**src/rtl/pwm_pkg.sv**
```systemverilog
// rtl/pwm_pkg.sv - shared constants and duty word type for the four-channel PWM block
package pwm_pkg;

    localparam int          NUM_CH        = 4;
    localparam logic [11:0] PWM_BASE_ADDR = 12'd1000;
    localparam int          ENABLE_BIT    = 31;

    typedef logic [31:0] duty_t;

endpackage

```
**src/rtl/pwm_channel.sv**
```systemverilog
// rtl/pwm_channel.sv - one PWM channel: shadow duty, comparator, output flop; PWM_CH_ENABLE_EN adds a per-channel enable bit
import pwm_pkg::*;

module pwm_channel #(
    parameter int CNT_WIDTH = 16
) (
    input  logic                 clk,
    input  logic                 reset,
    input  logic                 wrap,
    input  logic [CNT_WIDTH-1:0] cnt,
    input  duty_t                duty,
    output logic                 pwm
);

    duty_t       shadow;
    logic        enable;
    logic [31:0] level;

`ifdef PWM_CH_ENABLE_EN
    assign enable = shadow[ENABLE_BIT];
    assign level  = {1'b0, shadow[ENABLE_BIT-1:0]};
`else
    assign enable = 1'b1;
    assign level  = shadow;
`endif

    always_ff @(posedge clk or posedge reset) begin
        if (reset) begin
            shadow <= '0;
        end else if (wrap) begin
            shadow <= duty;
        end
    end

    // Full-width compare so duties at or above the period hold the pin high across the wrap.
    always_ff @(posedge clk or posedge reset) begin
        if (reset) begin
            pwm <= 1'b0;
        end else begin
            pwm <= enable && (32'(cnt) < level);
        end
    end

endmodule

```
**src/rtl/pwm_generator.sv**
```systemverilog
// rtl/pwm_generator.sv - four-channel PWM with shared prescaler and period counter; optional PWM_CH_ENABLE_EN
import pwm_pkg::*;

module pwm_generator #(
    parameter int PRESCALE  = 1,
    parameter int PERIOD    = 1000,
    parameter int CNT_WIDTH = 16
) (
    input  logic              clk,
    input  logic              reset,
    input  duty_t             pwm0,
    input  duty_t             pwm1,
    input  duty_t             pwm2,
    input  duty_t             pwm3,
    output logic [NUM_CH-1:0] pwm_out,
    output logic              period_start
);

    localparam int                   PW         = (PRESCALE > 1) ? $clog2(PRESCALE) : 1;
    localparam logic [PW-1:0]        PRESC_LAST = PW'(PRESCALE - 1);
    localparam logic [CNT_WIDTH-1:0] CNT_LAST   = CNT_WIDTH'(PERIOD - 1);

    logic [PW-1:0]        presc;
    logic [CNT_WIDTH-1:0] cnt;
    logic                 tick;
    logic                 wrap;
    duty_t                duty [NUM_CH];

    assign tick = (presc == PRESC_LAST);
    assign wrap = tick && (cnt == CNT_LAST);

    always_ff @(posedge clk or posedge reset) begin
        if (reset) begin
            presc <= '0;
        end else if (tick) begin
            presc <= '0;
        end else begin
            presc <= presc + 1'b1;
        end
    end

    always_ff @(posedge clk or posedge reset) begin
        if (reset) begin
            cnt <= '0;
        end else if (tick) begin
            cnt <= (cnt == CNT_LAST) ? '0 : cnt + 1'b1;
        end
    end

    always_ff @(posedge clk or posedge reset) begin
        if (reset) begin
            period_start <= 1'b0;
        end else begin
            period_start <= wrap;
        end
    end

    assign duty[0] = pwm0;
    assign duty[1] = pwm1;
    assign duty[2] = pwm2;
    assign duty[3] = pwm3;

    for (genvar i = 0; i < NUM_CH; i++) begin : g_ch
        pwm_channel #(
            .CNT_WIDTH (CNT_WIDTH)
        ) u_ch (
            .clk   (clk),
            .reset (reset),
            .wrap  (wrap),
            .cnt   (cnt),
            .duty  (duty[i]),
            .pwm   (pwm_out[i])
        );
    end

endmodule
```
**config.mk**
```make
export PLATFORM = sky130hd
export DESIGN_NAME = pwm_generator
export DESIGN_NICKNAME = d
export VERILOG_FILES = /design/src/rtl/pwm_pkg.sv /design/src/rtl/pwm_channel.sv /design/src/rtl/pwm_generator.sv
export SDC_FILE = /design/constraint.sdc
export NUM_CORES = 1
export LEC_CHECK = 0
export BUFFER_PORTS_ARGS = -buffer_cell sky130_fd_sc_hd__buf_2
export CAP_MARGIN = 10
export CORE_AREA = 10 10 146 148
export CTS_BUF_LIST = sky130_fd_sc_hd__clkbuf_4
export CTS_CLUSTER_SIZE = 16
export DETAILED_ROUTE_END_ITERATION = 10
export DIE_AREA = 0 0 156 158
export PLACE_DENSITY_LB_ADDON = 0.3
export RECOVER_POWER = 25
export SLEW_MARGIN = 20
export SYNTH_ARGS = -nofsm -noshare
export SYNTH_HDL_FRONTEND = slang
export SYNTH_HIERARCHICAL = 1
export SYNTH_SLANG_ARGS = --single-unit
```
**constraint.sdc**
```tcl
create_clock -name clk -period 5.25 [get_ports clk]
set_clock_uncertainty 0.1 [all_clocks]
set_input_delay 0.525 -clock clk [delete_from_list [all_inputs] [get_ports clk]]
set_output_delay 0.525 -clock clk [all_outputs]
set_load 0.05 [all_outputs]
```
Yosys cells after proc, flatten, opt, wreduce, memory -nomap -nowiden
Cells that the tools add are included.
{ "totals": {"latchBits": 0, "input_bits": 130, "mem_bits_ro": 0, "ramBits": 0, "n_memories": 0, "regBits": 150, "word_cells": 22} }
{ "classes": {"magnitude_cmp": 4, "eq_ne": 1, "n_reduce_logical": 1, "n_div": 0, "n_bitwise": 1, "shifts": 0, "mux": 2, "addsub": 2, "n_mul": 0} }
{ "ops": {"columns": ["cell", "count"], "rows": [
  ["16-bit by 32-bit < comparator with 1-bit output", 4],
  ["16-bit by 1-bit adder with 16-bit output, second input constant", 1],
  ["16-bit by 10-bit equality test with 1-bit output, second input constant", 1],
  ["16-bit 2-to-1 mux", 1],
  ["1-bit adder, second input constant", 1],
  ["1-bit logical AND", 1],
  ["1-bit 2-to-1 mux", 1],
  ["1-bit inverter", 1]
]} }

Depth between registers and ports, before layout
Gate-level depths: netlist of the first run.
{ "depth": {"depth_word": 2, "mapped_depth": 7, "ltp_nobuf": 7} }

Cells and area by module
The synthesis of the first run kept the hierarchy.
{ "by_module_without_submodules": {"columns": ["mod", "seq_area_each_um2", "area_each_um2", "n_inst", "cells_per_inst"], "rows": [
  ["pwm_channel", 825.8, 1610.3, 4, 144],
  ["pwm_generator", 425.4, 794.5, 1, 72]
]} }

Worst setup path before layout of the first run
Ideal clock, no wire load.
{ "synth_timing": {"path_kind": "register -> register", "from": "reg cnt[10]", "to": "reg g_ch[0].u_ch.shadow[11]", "arrival_ps": 2180, "synth_period_minus_slack_ps": 2412, "t_required_ps": 5018, "slack_ps": 2838, "n_path_buf": 2, "stages_incl_launch_ff": 6, "path_cell_list": "dfrtp_1 or4_4 nor4_4 buf_2 clkbuf_1 o21ai_1"} }
{ "synth_between": {"elab_chain_len": 2} }
{ "synth_rtl": {"columns": ["element", "line_no", "rtl"], "rows": [
  ["start, declared", "pwm_generator.sv:24", "logic [CNT_WIDTH-1:0] cnt;"],
  ["start signal, assigned", "pwm_generator.sv:46", "cnt <= (cnt == CNT_LAST) ? '0 : cnt + 1'b1;"],
  ["16-bit by 10-bit equality test with 1-bit output", "pwm_generator.sv:30", "assign wrap = tick && (cnt == CNT_LAST);"],
  ["1-bit logical AND", "pwm_generator.sv:30", null],
  ["via wrap", "pwm_generator.sv:26", "logic wrap;"],
  ["end signal, assigned", "pwm_channel.sv:31", "shadow <= duty;"],
  ["end, declared", "pwm_channel.sv:15", "duty_t shadow;"]
]} }
The timed path passes the listed nets, and every way through them passes these cells.
A chain may end at the register's enable or synchronous reset.

Worst setup path in the final report of the first run
{ "layout_timing": {"from": "reg cnt[14]", "to": "reg g_ch[2].u_ch.shadow[0]"} }
{ "layout_between": {"elab_chain_len": 2} }
{ "layout_rtl": {"columns": ["element", "line_no"], "rows": [
  ["16-bit by 10-bit equality test with 1-bit output", "pwm_generator.sv:30"],
  ["1-bit logical AND", "pwm_generator.sv:30"],
  ["via wrap", "pwm_generator.sv:26"],
  ["end signal, assigned", "pwm_channel.sv:31"],
  ["end, declared", "pwm_channel.sv:15"]
]} }
The timed path passes the listed nets, and every way through them passes these cells.

==> impl_metrics.tcl, run 1 <==
set metrics [dict create \
    cts-root-buf "clkbuf_4" \
    finalSetupTns_ns 0 \
    fmax_mhz 361 \
    dp.final_hpwl_um 12400 \
    arrival_ns 3.09 \
    ioPinCount 135 \
    cts_htree_levels 4 \
    yosys_warnings 6 \
    num_rows 50 \
    synth_ff_type "dfrtp_1" \
    synth_common_cells "dfrtp_1 (149), nand2_1 (75), inv_1 (72)" \
    peakVddDrop_mv 0.101 \
    numCtsBuffers 17 \
    place.gp.congestion 0.783 \
    max-slew-margin-rel -0.232 \
    setup_viol 0 \
    initial_core_util 0.392 \
    grt_pass1_wl_um 27100 \
    maxCapViolCount 3 \
    powerDensity_mw_per_mm2 236 \
    worstMarginPinSlew_ns 1.85 \
    grt_max_degree 105 \
    dr.pass1.iters 4 \
    wl_per_cell_um 16.0 \
    worstSkewPairLatency_ns 0.53 \
    startpoint_type "register" \
    grt_pass1_vias 5383 \
    synthesis.nets 839 \
    layout-drive-gt1-share 0.225 \
    antenna_found_initial 1 \
    antenna_left 0 \
    placed_cells 1002 \
    synth_top_area_cell "dfrtp_1" \
    cp_data_required_time_ns 5.57 \
    min_path_type "input port to register" \
    p_int_mw 1.56 \
    fin_crit_sh 0.527 \
    synth.distinct_cells 31 \
    grt_use_total 0.139 \
    rsz0062_at_grt "false" \
    synth.most_common_cell "dfrtp_1" \
    pwr-share-seq 0.574 \
    num-fill-cells 1725 \
    status "finished with violations" \
    viasPerCell 4.88 \
    synth_top_area_share 0.515 \
    area_growth_pct 17.3 \
    cp_max_fo 72 \
    drtIter0Drc 247 \
    die_w_um 156 \
    wl_um 16600 \
    leakage_nw 4.62 \
    netlist_area_mm2 0.00724 \
    combPwrFrac 0.037 \
    die_area_mm2 0.0246 \
    cts.sinks 149 \
    cts_tree "done" \
    core_mm2 0.0185 \
    clockPowerShare 0.390 \
    cp-end-kind "register" \
    synth_area_leaders "dfrtp_1 (52%), mux2_1 (11%), ha_1 (11%), o21ai_1 (4.7%), nand2_1 (3.9%)" \
    grt_overflow_total 0 \
    final_cells 1036 \
    violations "max-capacitance violations, max-slew violations" \
    hold_depth 2 \
    fin_ws_ns 2.48 \
    dieHeight_um 158 \
    final_nets 979 \
    yosysSeqAreaShare 0.515 \
    async_flop_share 1.00 \
    clock_path_buffers 2 \
    syn_avg_cell_area_um2 11.2 \
    crit_type "register to register" \
    p_switching_uw 445 \
    total_power_mw 2.00 \
    ys_ff_latch 149 \
    maxSlewViolCount 102 \
    synth_edf_count 0 \
    cts.clk_slew.worst_paths_ns 0.13 \
    p_sw_frac 0.223 \
    final_core_util 0.460 \
    vias 5059 \
    postCtsSetupBuffers 0 \
    syn_inst 648 \
    period_needed_ns 2.77 \
    io_buffer_count 134 \
    drc 0 \
    rr_worst_depth 4 \
    hold_viol 0 \
    dp_slack_ns 2.46 \
]
==> per-layer routing <==
metal,up-vias,track usage,part of all wire
met2,87,0.228,0.49
met1,2417,0.174,0.46
met5,-,0,0
li1,2547,-,-
met3,8,0.0404,0.042
met4,0,0.0423,0.0092
==> state kept, by name (all words and copies together) (netlist names) <==
name             cells
cnt                 16
g_ch.u_ch/level    128
g_ch.u_ch/pwm        4
period_start         1
==> kinds of logic (layout without fill, tap and decap cells) <==
| logic type | after synthesis | in the layout | share of synthesized area |
|---|---|---|---|
| xor+xnor | 9 | 9 | 0.0109 |
| other cells | 0 | 1 | 0 |
| simple gates | 146 | 146 | 0.104 |
| mux | 68 | 68 | 0.106 |
| flops | 149 | 149 | 0.515 |
| buf+inv | 93 | 246 | 0.0498 |
| compound gates | 122 | 122 | 0.109 |
| fa+ha+maj | 61 | 61 | 0.105 |
==> path summary, 6_finish.rpt <==
| kind | start | endpoint | slack, ns |
|---|---|---|---|
| min in group asynchronous | reset | g_ch[1].u_ch/level[29] | 0.66 |
| max reg2reg | cnt[14] | g_ch[2].u_ch/level[0] | 2.48 |
| min reg2reg | g_ch[2].u_ch/level[22] | g_ch[2].u_ch/level[22] | 0.40 |
| max | cnt[14] | g_ch[2].u_ch/level[0] | 2.48 |
| max in group asynchronous | reset | g_ch[0].u_ch/level[15] | 2.77 |
| min | pwm1[26] | g_ch[1].u_ch/level[26] | 0.09 |
==> repair_timing <==
item | CTS | global route
hold buffers | 1 | 0
endpoints found under the hold margin | 139 | 0
resized for setup | 0 | 0
==> worst max-delay path: stages, from the launching register on <==
cell	delay, ns
dfrtp_1	0.53
or4_4	0.59
nor4_4	0.33
buf_4	0.67
mux2_1	0.38
==> through the flow <==
stage / instance area [µm²] / hold slack, ns
3_3_place_gp: 8170 / 0.369
4_1_cts: 8500 / 0.0158
2_1_floorplan: 7240 / 0.351
3_5_place_dp: 8170 / 0.376
6_report: 8490 / 0.0873
5_1_grt: 8490 / 0.00559
==> cell type report <==
type,count,area [µm²],share of cell area
Antenna cell,1,2.50,0.000295
Clock buffer,17,128,0.0150
Clock inverter,15,185,0.0218
Inverter,72,270,0.0318
Multi-Input combinational cell,406,3150,0.371
Sequential cell,149,3730,0.439
Tap cell,234,293,0.0345
Timing Repair Buffer,142,733,0.0864
==> power by group through the flow <==
stage | Combinational, mW | Sequential [mW] | Clock, mW
after detailed placement | 0.0772 | 1.17 | 0
after global routing | 0.0840 | 1.15 | 0.862
after global placement | 0.0780 | 1.17 | 0
final | 0.0738 | 1.15 | 0.779
after CTS | 0.0781 | 1.15 | 0.811
after floorplan | 0.0175 | 1.17 | 0
==> cells in the final DEF (no fill, tap or decap), types with 7 or more instances in the layout <==
cell type / Yosys / layout
a21o_1: 8 / 8
a21oi_1: 25 / 25
buf_2: 9 / 133
clkbuf_4: 0 / 17
dfrtp_1: 149 / 149
ha_1: 61 / 61
inv_1: 72 / 72
mux2_1: 68 / 68
nand2_1: 75 / 75
nand3_1: 9 / 9
nand4_1: 15 / 15
nor2_1: 10 / 10
nor4_1: 20 / 20
o21ai_0: 7 / 7
o21ai_1: 68 / 68
xor2_1: 7 / 7
Note: power is estimated with default switching activity, not from simulation.
==> run 2, diff against run 1 <==
- clock period: 5.25 -> 2.65 ns (I/O delays scaled with it)
==> run 2 against run 1 <==
  * The run still ends with max-capacitance violations, max-slew violations left
  * Largest power group unchanged
  * Design area grew 17%
  * Routed wire length up 12%
  * Critical endpoint is now g_ch[1].u_ch/level[7]
  * Largest cell class unchanged
  * Cell count rose by 14%
==> impl_metrics.tcl, run 2 (same netlist as run 1, synthesis figures left out) <==
set metrics [dict create \
    worstSkewPairLatency_ns 0.55 \
    core_mm2 0.0185 \
    layout_common_cells "dfrtp_1 (149), buf_2 (133), dlygate4sd3_1 (129)" \
    initial_core_util 0.392 \
    antenna_found_initial 2 \
    rsz0062_at_grt "false" \
    layout-drive-gt1-share 0.212 \
    powerDensity_mw_per_mm2 436 \
    cp-end-kind "register" \
    io_buffer_count 134 \
    leakage_nw 5.28 \
    post_cts_resize_count 0 \
    slowest_stage "dfrtp_1" \
    final_core_util 0.540 \
    total_power_mw 4.35 \
    regToRegStartpoint "cnt[8]" \
    dieHeight_um 158 \
    grt_max_degree 86 \
    clockPowerShare 0.409 \
    cts-root-buf "clkbuf_4" \
    cp_max_fo 85 \
    drc 0 \
    cts_htree_levels 4 \
    setup_viol 0 \
    numCtsBuffers 17 \
    worstMarginPinSlew_ns 1.77 \
    num_rows 50 \
    finalSetupTns_ns 0 \
    maxCapViolCount 3 \
    viasPerCell 4.77 \
    placedInstanceArea_mm2 0.00832 \
    timing.critical_path.cells "nand4_2 > nor4_4 > buf_12 > buf_4 > nand2_1 > o21ai_1" \
    fin_crit_sh 0.881 \
    wl_per_cell_um 15.8 \
    vias 5636 \
    grt_overflow_total 0 \
    die_w_um 156 \
    drtIter0Drc 224 \
    cts_tree "done" \
    rr_worst_depth 6 \
    pwr-share-seq 0.523 \
    fin_ws_ns 0.317 \
    p_int_mw 3.41 \
    area_growth_pct 37.8 \
    grt_pass1_wl_um 30400 \
    combPwrFrac 0.069 \
    hold_viol 0 \
    place.gp.congestion 0.754 \
    min_path_type "input port to async pin" \
    multi_input_area_mm2 0.00315 \
    cts.clk_slew.worst_paths_ns 0.12 \
    ff_latch_area_mm2 0.00373 \
    status "finished with violations" \
    grt_pass1_vias 5985 \
    die_area_mm2 0.0246 \
    final_cells 1182 \
    ioPinCount 135 \
    crit_type "register to register" \
    dr.pass1.iters 4 \
    arrival_ns 2.72 \
    violations "max-capacitance violations, max-slew violations" \
    p_switching_uw 938 \
    cts.sinks 149 \
    peakVddDrop_mv 0.296 \
    final_nets 1125 \
    dp_slack_ns 0.327 \
    period_needed_ns 2.33 \
    cp_data_required_time_ns 3.03 \
    r2r_setup_slack_ns 0.32 \
    clock_path_buffers 2 \
    p_sw_frac 0.216 \
    max_stage_delay_ns 0.54 \
    antenna_left 0 \
    placed_cells 1020 \
    r2r_end "g_ch[1].u_ch/level[7]" \
    num-fill-cells 1587 \
    final_common_cell "dfrtp_1" \
    grt_use_total 0.157 \
    dp.final_hpwl_um 12400 \
    holdWs_ns 0.328 \
    final_cell_area_mm2 0.00997 \
    largest_reg_flops 128 \
    wl_um 18600 \
    max-slew-margin-rel -0.181 \
    fmax_mhz 429 \
    maxSlewViolCount 102 \
    startpoint_type "register" \
]
run 2: worst max path at each step:
stage          slack (ns)  startpoint  cells after the start                endpoint
2_1_floorplan        0.24     cnt[10]                      5  g_ch[0].u_ch/level[11]
3_5_place_dp         0.33      cnt[8]                      6   g_ch[1].u_ch/level[7]
3_3_place_gp         0.36      cnt[8]                      5   g_ch[1].u_ch/level[1]
5_1_grt              0.18       reset                      4  g_ch[1].u_ch/level[20]
6_report             0.32      cnt[8]                      6   g_ch[1].u_ch/level[7]
4_1_cts              0.31      cnt[8]                      6   g_ch[1].u_ch/level[7]
run 2: power groups by stage:
stage | clock network (mW) | registers [mW] | logic [mW]
finish | 1.78 | 2.27 | 0.299
global route | 1.94 | 2.27 | 0.333
CTS | 1.82 | 2.27 | 0.304
detailed placement | 0 | 2.32 | 0.156
global placement | 0 | 2.32 | 0.158
floorplan | 0 | 2.32 | 0.0346
run 2: per-layer routing:
metal  part of all wire  vias up  global-route usage
met5                  0        -                   0
met4              0.016        0              0.0535
met3              0.035       24              0.0350
met2               0.52       89               0.268
met1               0.43     2691               0.192
li1                   -     2832                   -
run 2: area by class of cell:
cell class	instances	share of cell area
Timing Repair Buffer	288	0.217
Multi-Input combinational cell	406	0.316
Sequential cell	149	0.374
Tap cell	234	0.0294
Inverter	72	0.0271
Clock buffer	18	0.0136
Antenna cell	2	0.000502
Clock inverter	13	0.0231
run 2: what timing repair did:
action / 4_1_cts / 5_1_grt
setup endpoints to repair: 0 / 0
hold endpoints to repair: 277 / 0
hold buffers: 129 / 0
setup buffers: 0 / 0
run 2: critical path: cells and delay by family, from the launching register on:
kind | cells | cell delay (ns)
DFF | 1 | 0.54
and+or+nand+nor | 3 | 0.80
AOI/OAI and AO/OA | 1 | 0.08
buffers and inverters | 2 | 0.69
==> run 3, diff against run 2 <==
--- a/config.mk
+++ b/config.mk
@@ -14,3 +14,3 @@
 export DIE_AREA = 0 0 156 158
-export PLACE_DENSITY_LB_ADDON = 0.3
+export PLACE_DENSITY = 0.62
 export RECOVER_POWER = 25
--- a/constraint.sdc
+++ b/constraint.sdc
@@ -4,2 +4,2 @@
 set_output_delay 0.265 -clock clk [all_outputs]
-set_load 0.05 [all_outputs]
+set_load 0.01 [all_outputs]
==> run 3 against run 2 <==
  * The flow still finishes with violations (max-capacitance violations, max-slew violations)
  * Critical path type unchanged
  * Largest power group unchanged
  * Non-clock buffer count up 2
  * Critical endpoint is now g_ch[1].u_ch/level[23]
  * Sequential cell count did not move
  * Sequential power is essentially flat
==> impl_metrics.tcl, run 3 (same netlist as run 1, synthesis figures left out) <==
set metrics [dict create \
    status "finished with violations" \
    violations "max-capacitance violations, max-slew violations" \
    drtIter0Drc 217 \
    place.gp.congestion 0.806 \
    rsz0062_at_grt "false" \
    final_nets 1127 \
    maxSlewViolCount 34 \
    fin_crit_sh 0.852 \
    crit_start "cnt[14]" \
    cts.sinks 149 \
    largest_reg_flops 128 \
    vias 5599 \
    holdWs_ns 0.201 \
    grt_overflow_total 0 \
    viasPerCell 4.74 \
    worstMarginPinSlew_ns 1.72 \
    area_growth_pct 37.3 \
    cp-end-kind "register" \
    grt_pass1_wl_um 30600 \
    initial_core_util 0.392 \
    cts_htree_levels 4 \
    cp_data_required_time_ns 2.98 \
    fmax_mhz 443 \
    io_buffer_count 134 \
    drc 0 \
    finalSetupTns_ns 0 \
    cts_tree "done" \
    hold_viol 0 \
    post_cts_resize_count 0 \
    r2r_setup_slack_ns 0.39 \
    wl_um 18200 \
    grt_pass1_vias 6109 \
    clock_path_buffers 2 \
    cp_max_fo 41 \
    rr_worst_depth 5 \
    wl_per_cell_um 15.4 \
    leakage_nw 5.25 \
    max-slew-margin-rel -0.146 \
    ioPinCount 135 \
    layout_common_cells "dfrtp_1 (149), buf_2 (133), dlygate4sd3_1 (129)" \
    final_cells 1182 \
    placed_cells 1022 \
    r2r_end "g_ch[1].u_ch/level[23]" \
    layout-drive-gt1-share 0.212 \
    numCtsBuffers 17 \
    regToRegStartpoint "cnt[14]" \
    dieHeight_um 158 \
    dr.pass1.iters 4 \
    setup_viol 0 \
    grt_max_degree 70 \
    die_area_mm2 0.0246 \
    period_needed_ns 2.26 \
    grt_use_total 0.156 \
    cts-root-buf "clkbuf_4" \
    die_w_um 156 \
    min_path_type "input port to async pin" \
    arrival_ns 2.59 \
    final_common_cell "dfrtp_1" \
    worstSkewPairLatency_ns 0.55 \
    cts.clk_slew.worst_paths_ns 0.12 \
    startpoint_type "register" \
    dp.final_hpwl_um 12400 \
    powerDensity_mw_per_mm2 407 \
    num_rows 50 \
    crit_type "register to register" \
    antenna_found_initial 1 \
    core_mm2 0.0185 \
    total_power_mw 4.04 \
    antenna_left 0 \
    maxCapViolCount 1 \
    peakVddDrop_mv 0.229 \
    cp-endpoint "g_ch[1].u_ch/level[23]" \
]
## run 3: stage by stage
stage                     area [µm²]  worst slack [ns]  utilization
after floorplan                 7240             0.238            -
after global placement          8360             0.436        0.453
after detailed placement        8360             0.394        0.453
after CTS                       9940             0.392        0.539
after global routing            9940             0.173        0.538
final                           9940             0.393        0.538
## run 3: worst min path at each step
stage	start	endpoint	slack, ns	cells past startpoint
after floorplan	reset	cnt[0]	0.09	1
after global placement	reset	g_ch[1].u_ch/level[11]	0.20	2
after detailed placement	reset	g_ch[1].u_ch/level[11]	0.20	2
after CTS	reset	g_ch[1].u_ch/level[14]	0.13	3
after global routing	reset	g_ch[1].u_ch/level[11]	0.26	3
final	reset	g_ch[1].u_ch/level[11]	0.20	3
## run 3: area by class of cell
cell class	instances	area, µm²
clock buffers	18	135
clock inverters	12	155
flip-flops and latches	149	3730
inverters	72	270
diodes	1	2.50
fillers	1633	8520
multi-input cells	406	3150
repair buffers	290	2210
well taps	234	293
## run 3: repair_timing
action,CTS,global route
hold endpoints to repair,260,0
setup buffers,0,0
hold buffers,129,0
## run 3: power by group
group | internal (mW) | switching [mW] | leakage, nW | total (mW)
Combinational | 0.194 | 0.101 | 3.37 | 0.294
Clock | 0.657 | 0.815 | 0.147 | 1.47
Sequential | 2.27 | 0 | 1.73 | 2.27
Total | 3.12 | 0.915 | 5.25 | 4.04
## run 3: routing by layer
layer / vias to the layer above / part of all wire / track usage
met1: 2638 / 0.45 / 0.193
li1: 2843 / - / -
met5: - / 0 / 0
met2: 99 / 0.50 / 0.266
met4: 0 / 0.016 / 0.0629
met3: 19 / 0.033 / 0.0288
## run 3: critical path, stage by stage, from the launching register on
cell	delay, ns
dfrtp_1	0.39
or4_4	0.54
nor4_4	0.33
buf_4	0.21
buf_12	0.21
mux2_1	0.35
